File: src/rtl/hilo_muldiv_unit.sv
`default_nettype none
// ============================================================================
// Module      : hilo_muldiv_unit
// Description : EX-stage multiply/divide engine owning the HI/LO pair.
//               Multi-cycle MULT/MULTU (MUL_LAT cycles after start) and a
//               radix-2 restoring DIV/DIVU (32 iterations), plus MTHI/MTLO.
//               busy stalls the front end while an operation is in flight.
// Revision    : 1.0 - initial release
// ============================================================================
module hilo_muldiv_unit #(
  parameter int WIDTH   = 32,
  parameter int MUL_LAT = 2
) (
  input  logic             clk,
  input  logic             rst_n,
  input  logic             start,
  input  logic [2:0]       op,
  input  logic [WIDTH-1:0] A,
  input  logic [WIDTH-1:0] B,
  input  logic             flush,
  input  logic             RHLSel,
  output logic [WIDTH-1:0] RHLOut,
  output logic             busy
);

  localparam logic [2:0] C_OP_MULT  = 3'b001;
  localparam logic [2:0] C_OP_MULTU = 3'b010;
  localparam logic [2:0] C_OP_DIV   = 3'b011;
  localparam logic [2:0] C_OP_DIVU  = 3'b100;
  localparam logic [2:0] C_OP_MTHI  = 3'b101;
  localparam logic [2:0] C_OP_MTLO  = 3'b110;

  // Counter must reach both the divide iteration count and the multiply latency
  localparam int C_CNT_MAX = (MUL_LAT > WIDTH) ? MUL_LAT : WIDTH;
  localparam int C_CNT_W   = $clog2(C_CNT_MAX + 1);

  typedef enum logic [1:0] {
    S_IDLE = 2'd0,
    S_MUL  = 2'd1,
    S_DIV  = 2'd2
  } state_t;

  state_t               state_q, state_d;
  logic [C_CNT_W-1:0]   cnt_q, cnt_d;
  logic [WIDTH-1:0]     hi_q, hi_d;
  logic [WIDTH-1:0]     lo_q, lo_d;
  // opa: multiplicand, or the dividend/quotient shift register during divide
  logic [WIDTH-1:0]     opa_q, opa_d;
  logic [WIDTH-1:0]     opb_q, opb_d;
  logic [WIDTH-1:0]     rem_q, rem_d;
  logic                 smul_q, smul_d;   // signed multiply
  logic                 sgna_q, sgna_d;   // remainder must be negated
  logic                 negq_q, negq_d;   // quotient must be negated

  logic                 w_accept;
  logic                 w_is_md;
  logic [2*WIDTH-1:0]   w_prod;
  logic [WIDTH:0]       w_rem_sh;
  logic                 w_ge;
  logic [WIDTH-1:0]     w_rem_nx;
  logic [WIDTH-1:0]     w_quo_nx;
  logic [WIDTH-1:0]     w_quo_fix;
  logic [WIDTH-1:0]     w_rem_fix;

  assign w_accept = (state_q == S_IDLE) && start && !flush;
  assign w_is_md  = (op == C_OP_MULT) || (op == C_OP_MULTU) ||
                    (op == C_OP_DIV)  || (op == C_OP_DIVU);

  // Sign-extending for MULT makes the truncated 2W-bit product the signed one
  assign w_prod = {{WIDTH{smul_q & opa_q[WIDTH-1]}}, opa_q} *
                  {{WIDTH{smul_q & opb_q[WIDTH-1]}}, opb_q};

  // One restoring step: shift next dividend bit in, subtract if it fits.
  // The partial remainder stays below the divisor, so the difference fits W bits.
  assign w_rem_sh  = {rem_q, opa_q[WIDTH-1]};
  assign w_ge      = (w_rem_sh >= {1'b0, opb_q});
  assign w_rem_nx  = w_ge ? (w_rem_sh[WIDTH-1:0] - opb_q) : w_rem_sh[WIDTH-1:0];
  assign w_quo_nx  = {opa_q[WIDTH-2:0], w_ge};
  assign w_quo_fix = negq_q ? -w_quo_nx : w_quo_nx;
  assign w_rem_fix = sgna_q ? -w_rem_nx : w_rem_nx;

  assign RHLOut = RHLSel ? hi_q : lo_q;
  assign busy   = (state_q != S_IDLE) | (w_accept & w_is_md);

  // Next-state, operand capture, divider iteration and HI/LO write-back
  always_comb begin
    state_d = state_q;
    cnt_d   = cnt_q;
    hi_d    = hi_q;
    lo_d    = lo_q;
    opa_d   = opa_q;
    opb_d   = opb_q;
    rem_d   = rem_q;
    smul_d  = smul_q;
    sgna_d  = sgna_q;
    negq_d  = negq_q;
    if (flush) begin
      state_d = S_IDLE;
      cnt_d   = '0;
    end else begin
      case (state_q)
        S_IDLE: begin
          if (start) begin
            case (op)
              C_OP_MULT, C_OP_MULTU: begin
                opa_d   = A;
                opb_d   = B;
                smul_d  = (op == C_OP_MULT);
                state_d = S_MUL;
                cnt_d   = C_CNT_W'(1);
              end
              C_OP_DIV, C_OP_DIVU: begin
                sgna_d  = (op == C_OP_DIV) & A[WIDTH-1];
                negq_d  = (op == C_OP_DIV) & (A[WIDTH-1] ^ B[WIDTH-1]);
                opa_d   = ((op == C_OP_DIV) & A[WIDTH-1]) ? -A : A;
                opb_d   = ((op == C_OP_DIV) & B[WIDTH-1]) ? -B : B;
                rem_d   = '0;
                state_d = S_DIV;
                cnt_d   = C_CNT_W'(1);
              end
              C_OP_MTHI: hi_d = A;
              C_OP_MTLO: lo_d = A;
              default: ;
            endcase
          end
        end
        S_MUL: begin
          if (cnt_q == C_CNT_W'(MUL_LAT)) begin
            hi_d    = w_prod[2*WIDTH-1:WIDTH];
            lo_d    = w_prod[WIDTH-1:0];
            state_d = S_IDLE;
            cnt_d   = '0;
          end else begin
            cnt_d = cnt_q + C_CNT_W'(1);
          end
        end
        S_DIV: begin
          opa_d = w_quo_nx;
          rem_d = w_rem_nx;
          if (cnt_q == C_CNT_W'(WIDTH)) begin
            // Zero divisor: the datapath already yields |A| as remainder,
            // whose sign fix restores A; only the quotient needs forcing.
            lo_d    = (opb_q == '0) ? '1 : w_quo_fix;
            hi_d    = w_rem_fix;
            state_d = S_IDLE;
            cnt_d   = '0;
          end else begin
            cnt_d = cnt_q + C_CNT_W'(1);
          end
        end
        default: begin
          state_d = S_IDLE;
          cnt_d   = '0;
        end
      endcase
    end
  end

  // State and datapath registers with asynchronous clear
  always_ff @(posedge clk or negedge rst_n) begin
    if (!rst_n) begin
      state_q <= S_IDLE;
      cnt_q   <= '0;
      hi_q    <= '0;
      lo_q    <= '0;
      opa_q   <= '0;
      opb_q   <= '0;
      rem_q   <= '0;
      smul_q  <= 1'b0;
      sgna_q  <= 1'b0;
      negq_q  <= 1'b0;
    end else begin
      state_q <= state_d;
      cnt_q   <= cnt_d;
      hi_q    <= hi_d;
      lo_q    <= lo_d;
      opa_q   <= opa_d;
      opb_q   <= opb_d;
      rem_q   <= rem_d;
      smul_q  <= smul_d;
      sgna_q  <= sgna_d;
      negq_q  <= negq_d;
    end
  end

endmodule
`default_nettype wire
File: config.mk
export PLATFORM = sky130hd
export DESIGN_NAME = hilo_muldiv_unit
export DESIGN_NICKNAME = d
export VERILOG_FILES = /design/src/rtl/hilo_muldiv_unit.sv
export SDC_FILE = /design/constraint.sdc
export NUM_CORES = 2
export LEC_CHECK = 0
export BUFFER_PORTS_ARGS = -buffer_cell sky130_fd_sc_hd__clkbuf_2
export CORE_UTILIZATION = 50
export DETAILED_ROUTE_END_ITERATION = 6
export GPL_TIMING_DRIVEN = 0
export HOLD_SLACK_MARGIN = 0.08
export MAX_ROUTING_LAYER = met4
export PLACE_DENSITY = 0.66
export SYNTH_ARGS = -nofsm -noshare
export SYNTH_HDL_FRONTEND = slang
export SYNTH_SLANG_ARGS = --single-unit
File: constraint.sdc
create_clock -name clk -period 20.2 [get_ports clk]
set_clock_uncertainty 0.2 [all_clocks]
set_input_delay 1.01 -clock clk [delete_from_list [all_inputs] [get_ports clk]]
set_output_delay 1.01 -clock clk [all_outputs]
set_load 0.005 [all_outputs]
# [Word-level counts from Yosys, hierarchy flattened]
# Index checks and enable logic that the tools add are counted.
# Widths: inputs -> output; s select.
[classes] n_addsub=6 n_mul=1 magnitude_cmp=1 eq_ne=22 n_mux=36 bitwise=9 reduce_logical=24
[ops] cell="$mux 32" n=18
[ops] cell="$pmux 32 s2" n=4
[ops] cell="$pmux 32 s3" n=2
[ops] cell="$neg 32->32" n=4
[ops] cell="$mul 33x33->64" n=1
[ops] cell="$ge 33x32->1" n=1
[ops] cell="$logic_not 32->1" n=1
[ops] cell="$sub 32x32->32" n=1
[ops] cell="$mux 6" n=5
[ops] cell="$reduce_and 4->1" n=6
[ops] cell="$pmux 6 s3" n=1
[ops] cell="$ne 3x3->1 const B" n=4
[ops] cell="$reduce_and 6->1" n=2
[ops] cell="$eq 3x3->1 const B" n=3
[ops] cell="$mux 2" n=4
[ops] cell="$add 6x1->6 const B" n=1
[ops] cell="$and 1x1->1" n=6
[ops] cell="$eq 3x2->1 const B" n=2
[ops] cell="$eq 6x2->1 const B" n=1
[ops] cell="$eq 6x6->1 const B" n=1
[ops] cell="$ne 2x1->1 const B" n=3
[ops] cell="$ne 2x2->1 const B" n=3
[ops] cell="$pmux 2 s3" n=1
[ops] cell="$reduce_bool 2->1" n=3
[ops] cell="17 further kinds" n=21
[word_totals] register_bits=171 output_inout_bits=33 wordCells=109

# [Longest topological paths before layout]
[logic_depth] ltp_word=6 depth_mapped=32

# [Worst setup path after synthesis]
# No wires, ideal clock.
[synth_path] kind="flip-flop to flip-flop" start="reg opa_q[31]" end="reg hi_q[26]" setup_ns=0.135 arrival_time_ns=7.779 required_ns=19.865 path_slack_ns=12.086 path_stages_with_launch=32 path_buffers=1 cell_sequence="dfrtp_1 and2_0 clkbuf_1 nand2_1 inv_1 fa_1 inv_1 fa_1 inv_1 fa_1 fa_1 inv_1 fa_1 inv_1 fa_1 inv_1 fa_1 fa_1 inv_1 ha_1 a41oi_1 o21ai_0 a21oi_1 nor2b_1 o211ai_1 nand2_1 nand3_1 o221ai_1 nor2_1 xnor2_1 a221oi_1 o31ai_1"
[synth_via] elab_chain_cells=6
[synth_rtl] element="start, declared" line_no="48" source="logic [WIDTH-1:0] opa_q, opa_d;"
[synth_rtl] element="start signal, assigned" line_no="177" source="opa_q <= opa_d;"
[synth_rtl] element="$sub 32x32->32 or $ge 33x32->1 (tied branches)" line_no="77, 76"
[synth_rtl] element="$mux 32" line_no="77" source="assign w_rem_nx = w_ge ? (w_rem_sh[WIDTH-1:0] - opb_q) : w_rem_sh[WIDTH-1:0];"
[synth_rtl] element="$neg 32->32" line_no="80" source="assign w_rem_fix = sgna_q ? -w_rem_nx : w_rem_nx;"
[synth_rtl] element="$mux 32" line_no="80"
[synth_rtl] element="$mux 32" line_no="140" source="if (cnt_q == C_CNT_W'(WIDTH)) begin"
[synth_rtl] element="$pmux 32 s3 (*)" line_no="101" source="case (state_q)"
[synth_rtl] element="end signal, assigned" line_no="175" source="hi_q <= hi_d;"
[synth_rtl] element="end, declared" line_no="45" source="logic [WIDTH-1:0] hi_q, hi_d;"
# Every way passes the cells marked *; elsewhere a longest branch is shown, timed or not. The select of a mux whose other input is x is not followed.
# A chain may end at the register's enable or synchronous reset.

# [Worst setup path in the final report]
[layout_path] start="reg opb_q[10]" end="reg hi_q[24]"
[layout_via] elab_chain_cells=6
[layout_rtl] element="start, declared" line_no="49" source="logic [WIDTH-1:0] opb_q, opb_d;"
[layout_rtl] element="start signal, assigned" line_no="178" source="opb_q <= opb_d;"
[layout_rtl] element="$sub 32x32->32 or $ge 33x32->1 (tied branches)" line_no="77, 76"
[layout_rtl] element="$mux 32" line_no="77"
[layout_rtl] element="$neg 32->32" line_no="80"
[layout_rtl] element="$mux 32" line_no="80"
[layout_rtl] element="$mux 32" line_no="140"
[layout_rtl] element="$pmux 32 s3 (*)" line_no="101"
# Marked as above.

==> results.sh <==
export IMPL_synth_compound_area_share_pct=9.84
export IMPL_core_um2=102000
export IMPL_min_period_over_period_pct=58.4
export IMPL_synth_top_family_by_area="adder cells"
export IMPL_first_global_vias=45224
export IMPL_dr_pass1_iters=6
export IMPL_critical_path_class="flip-flop to flip-flop"
export IMPL_dp_hpwl_um=194000
export IMPL_area_growth_pct=5.84
export IMPL_start_util_pct=50.7
export IMPL_slowest_stage="clkbuf_1"
export IMPL_hold_path_cell_count=2
export IMPL_cp_arrival_ns=11.92
export IMPL_drt_total_wl_um=232000
export IMPL_die_width_um=324
export IMPL_drt_first_iter_violations=5642
export IMPL_postCtsHoldBufs=0
export IMPL_outcome="finished, violations left"
export IMPL_synth_xor_area_share_pct=3.50
export IMPL_rsz0062_at_grt="false"
export IMPL_ant_nets=0
export IMPL_violations="capacitance limit, slew limit"
export IMPL_final_cell_mix="1186 x inv_1, 1126 x fa_1, 966 x nand2_1"
export IMPL_wl_per_cell_um=30.9
export IMPL_pin_count=105
export IMPL_drive_above_1_share_pct=3.98
export IMPL_grt_pass1_wl_um=328000
export IMPL_chipHeight_um=324
export IMPL_synth_nets=7424
export IMPL_slew_violations=27
export IMPL_setup_viol_count_final=0
export IMPL_tightestPinTransition_ns=1.73
export IMPL_overflow=0
export IMPL_synth_simple_area_share_pct=16.1
export IMPL_min_path_type="flip-flop to flip-flop"
export IMPL_critPathRequiredTime_ns=20.32
export IMPL_clk_path_buf_depth=2
export IMPL_cts_tree="done"
export IMPL_synthCells=5970
export IMPL_synthFlopType="dfrtp_1"
export IMPL_drv_cap=3
export IMPL_synth_edf_count=0
export IMPL_viasPerCell=6.03
export IMPL_post_route_drc_count=0
export IMPL_max_slew_margin_pct=-16.3
export IMPL_h_tree_depth=4
export IMPL_setup_tns_ns=0
export IMPL_clockRootBuffer="clkbuf_16"
export IMPL_critPathMaxStageDelay_ns=1.15
export IMPL_cts_reportedPaths_clkPinSlew_ns=0.08
export IMPL_reg2regPathDepth=28
export IMPL_path_max_fanout=10
export IMPL_placementRows=117
export IMPL_postSynth_asyncResetShare_pct=100
export IMPL_gp_congestion=1.07
export IMPL_finalCriticalPeriod_ns=11.80
export IMPL_grtUsageTotal_pct=46.6
export IMPL_grt_max_degree=61
export IMPL_synthAdderAreaFrac_pct=49.7
export IMPL_layout_commonest_cell="inv_1"
export IMPL_synth_seq_area_share_pct=8.27
export IMPL_ys_types=96
export IMPL_dieArea_um2=105000
export IMPL_clk_latency_ns=0.48
export IMPL_hold_viol=0
export IMPL_fin_nets=7547
export IMPL_worst_setup_path_start_kind="flip-flop"
export IMPL_cpMostUsedCell="fa_1"
export IMPL_synth_seq_cells=171
export IMPL_clock_sinks=171
export IMPL_dr_total_vias=45240
export IMPL_antenna_found_initial=34
export IMPL_cts_setup_buffers=0
export IMPL_port_buffer_count=99
export IMPL_synthMuxAreaShare_pct=1.19
export IMPL_syn_area_um2=51800
export IMPL_yosysWarnings=0
export IMPL_syn_avg_cell_area_um2=8.67
export IMPL_cts_buffers=17
export IMPL_fmax_ghz=0.0848
export IMPL_end_kind="flip-flop"
export IMPL_cts_resized=0
-- metal layers --
metal	routed length, µm	part of all wire [%]	GRT usage [%]
met1	90000	39	60.6
met3	28700	12	14.4
met5	0	0	-
met2	98100	42	65.0
met4	14800	6.4	24.2
-- final timing paths --
path / from / slack [ns] / endpoint
min: hi_q[9] / 0.28 / hi_q[9]
max in group asynchronous: rst_n / 18.76 / rem_q[25]
max: opb_q[10] / 8.40 / hi_q[24]
min in group asynchronous: rst_n / 0.30 / lo_q[19]
max reg2reg: opb_q[10] / 8.40 / hi_q[24]
min reg2reg: hi_q[9] / 0.28 / hi_q[9]
-- logic make-up after synthesis --
kind of cell    count (synthesis)
flops                         171
fa+ha+maj                    1382
compound gates                786
mux                            57
buf+inv                      1569
simple gates                 1798
xor+xnor                      207
-- worst max-delay path: cells and delay by family (launching register included) --
family | cells | cell delay [ns]
adder cells (fa/ha/maj) | 9 | 4.38
AO/OA/AOI/OAI | 10 | 3.16
buffers and inverters | 6 | 2.71
AND/OR/NAND/NOR | 2 | 0.61
flip-flops | 1 | 0.33
XOR/XNOR | 1 | 0.20
-- flip-flops by register name, summed over array words and instances, names as in the netlist --
register	count
negq_q	1
opa_q	32
opb_q	32
rem_q	32
hi_q	32
lo_q	32
cnt_q	6
smul_q	1
sgna_q	1
state_q	2
-- cell usage after synthesis, drive strengths merged (14+ instances only) --
library cell	number	share of area (%)
mux2i	21	0.41
nor4	29	0.39
o31ai	64	0.97
nand4	29	0.36
a221oi	26	0.44
and2	318	3.8
nor2	222	1.6
xor2	76	1.3
or3	23	0.31
nor3	44	0.44
a211oi	31	0.46
nand2b	17	0.21
buf	60	0.47
a21oi	184	1.8
inv	1187	8.6
nand3	51	0.50
or2	16	0.19
nand2	966	7.0
ha	256	6.2
mux2	36	0.78
fa	1126	44
a21o	93	1.3
xnor2	131	2.2
and3	35	0.43
a31oi	29	0.36
clkbuf	320	2.3
or4	14	0.23
dfrtp	171	8.3
o21ai	234	2.3
-- area by class of cell --
type | count | area (µm²)
diodes | 28 | 70.1
plain buffers | 380 | 1450
clock buffers | 19 | 453
clock inverters | 13 | 178
fillers | 10057 | 47400
inverters | 1189 | 4470
multi-input cells | 4230 | 41600
flip-flops and latches | 171 | 4280
well taps | 1368 | 1710
repair buffers | 104 | 601
-- metrics by stage --
step | setup WS (ns) | cells | util [%] | hold slack [ns] | instance area (µm²)
6_report | 8.40 | 7502 | 53.6 | 0.278 | 54800
5_1_grt | 8.31 | 7496 | 53.6 | 0.288 | 54800
4_1_cts | 8.79 | 7471 | 53.5 | 0.278 | 54700
3_5_place_dp | 8.82 | 7439 | 52.9 | 0.260 | 54000
3_3_place_gp | 8.66 | 7437 | 52.8 | 0.255 | 54000
2_1_floorplan | 12.09 | 5970 | - | 0.243 | 51800
Power is not shown: default switching activity piles up to over one toggle a cycle in this logic, so the estimate is an artifact.
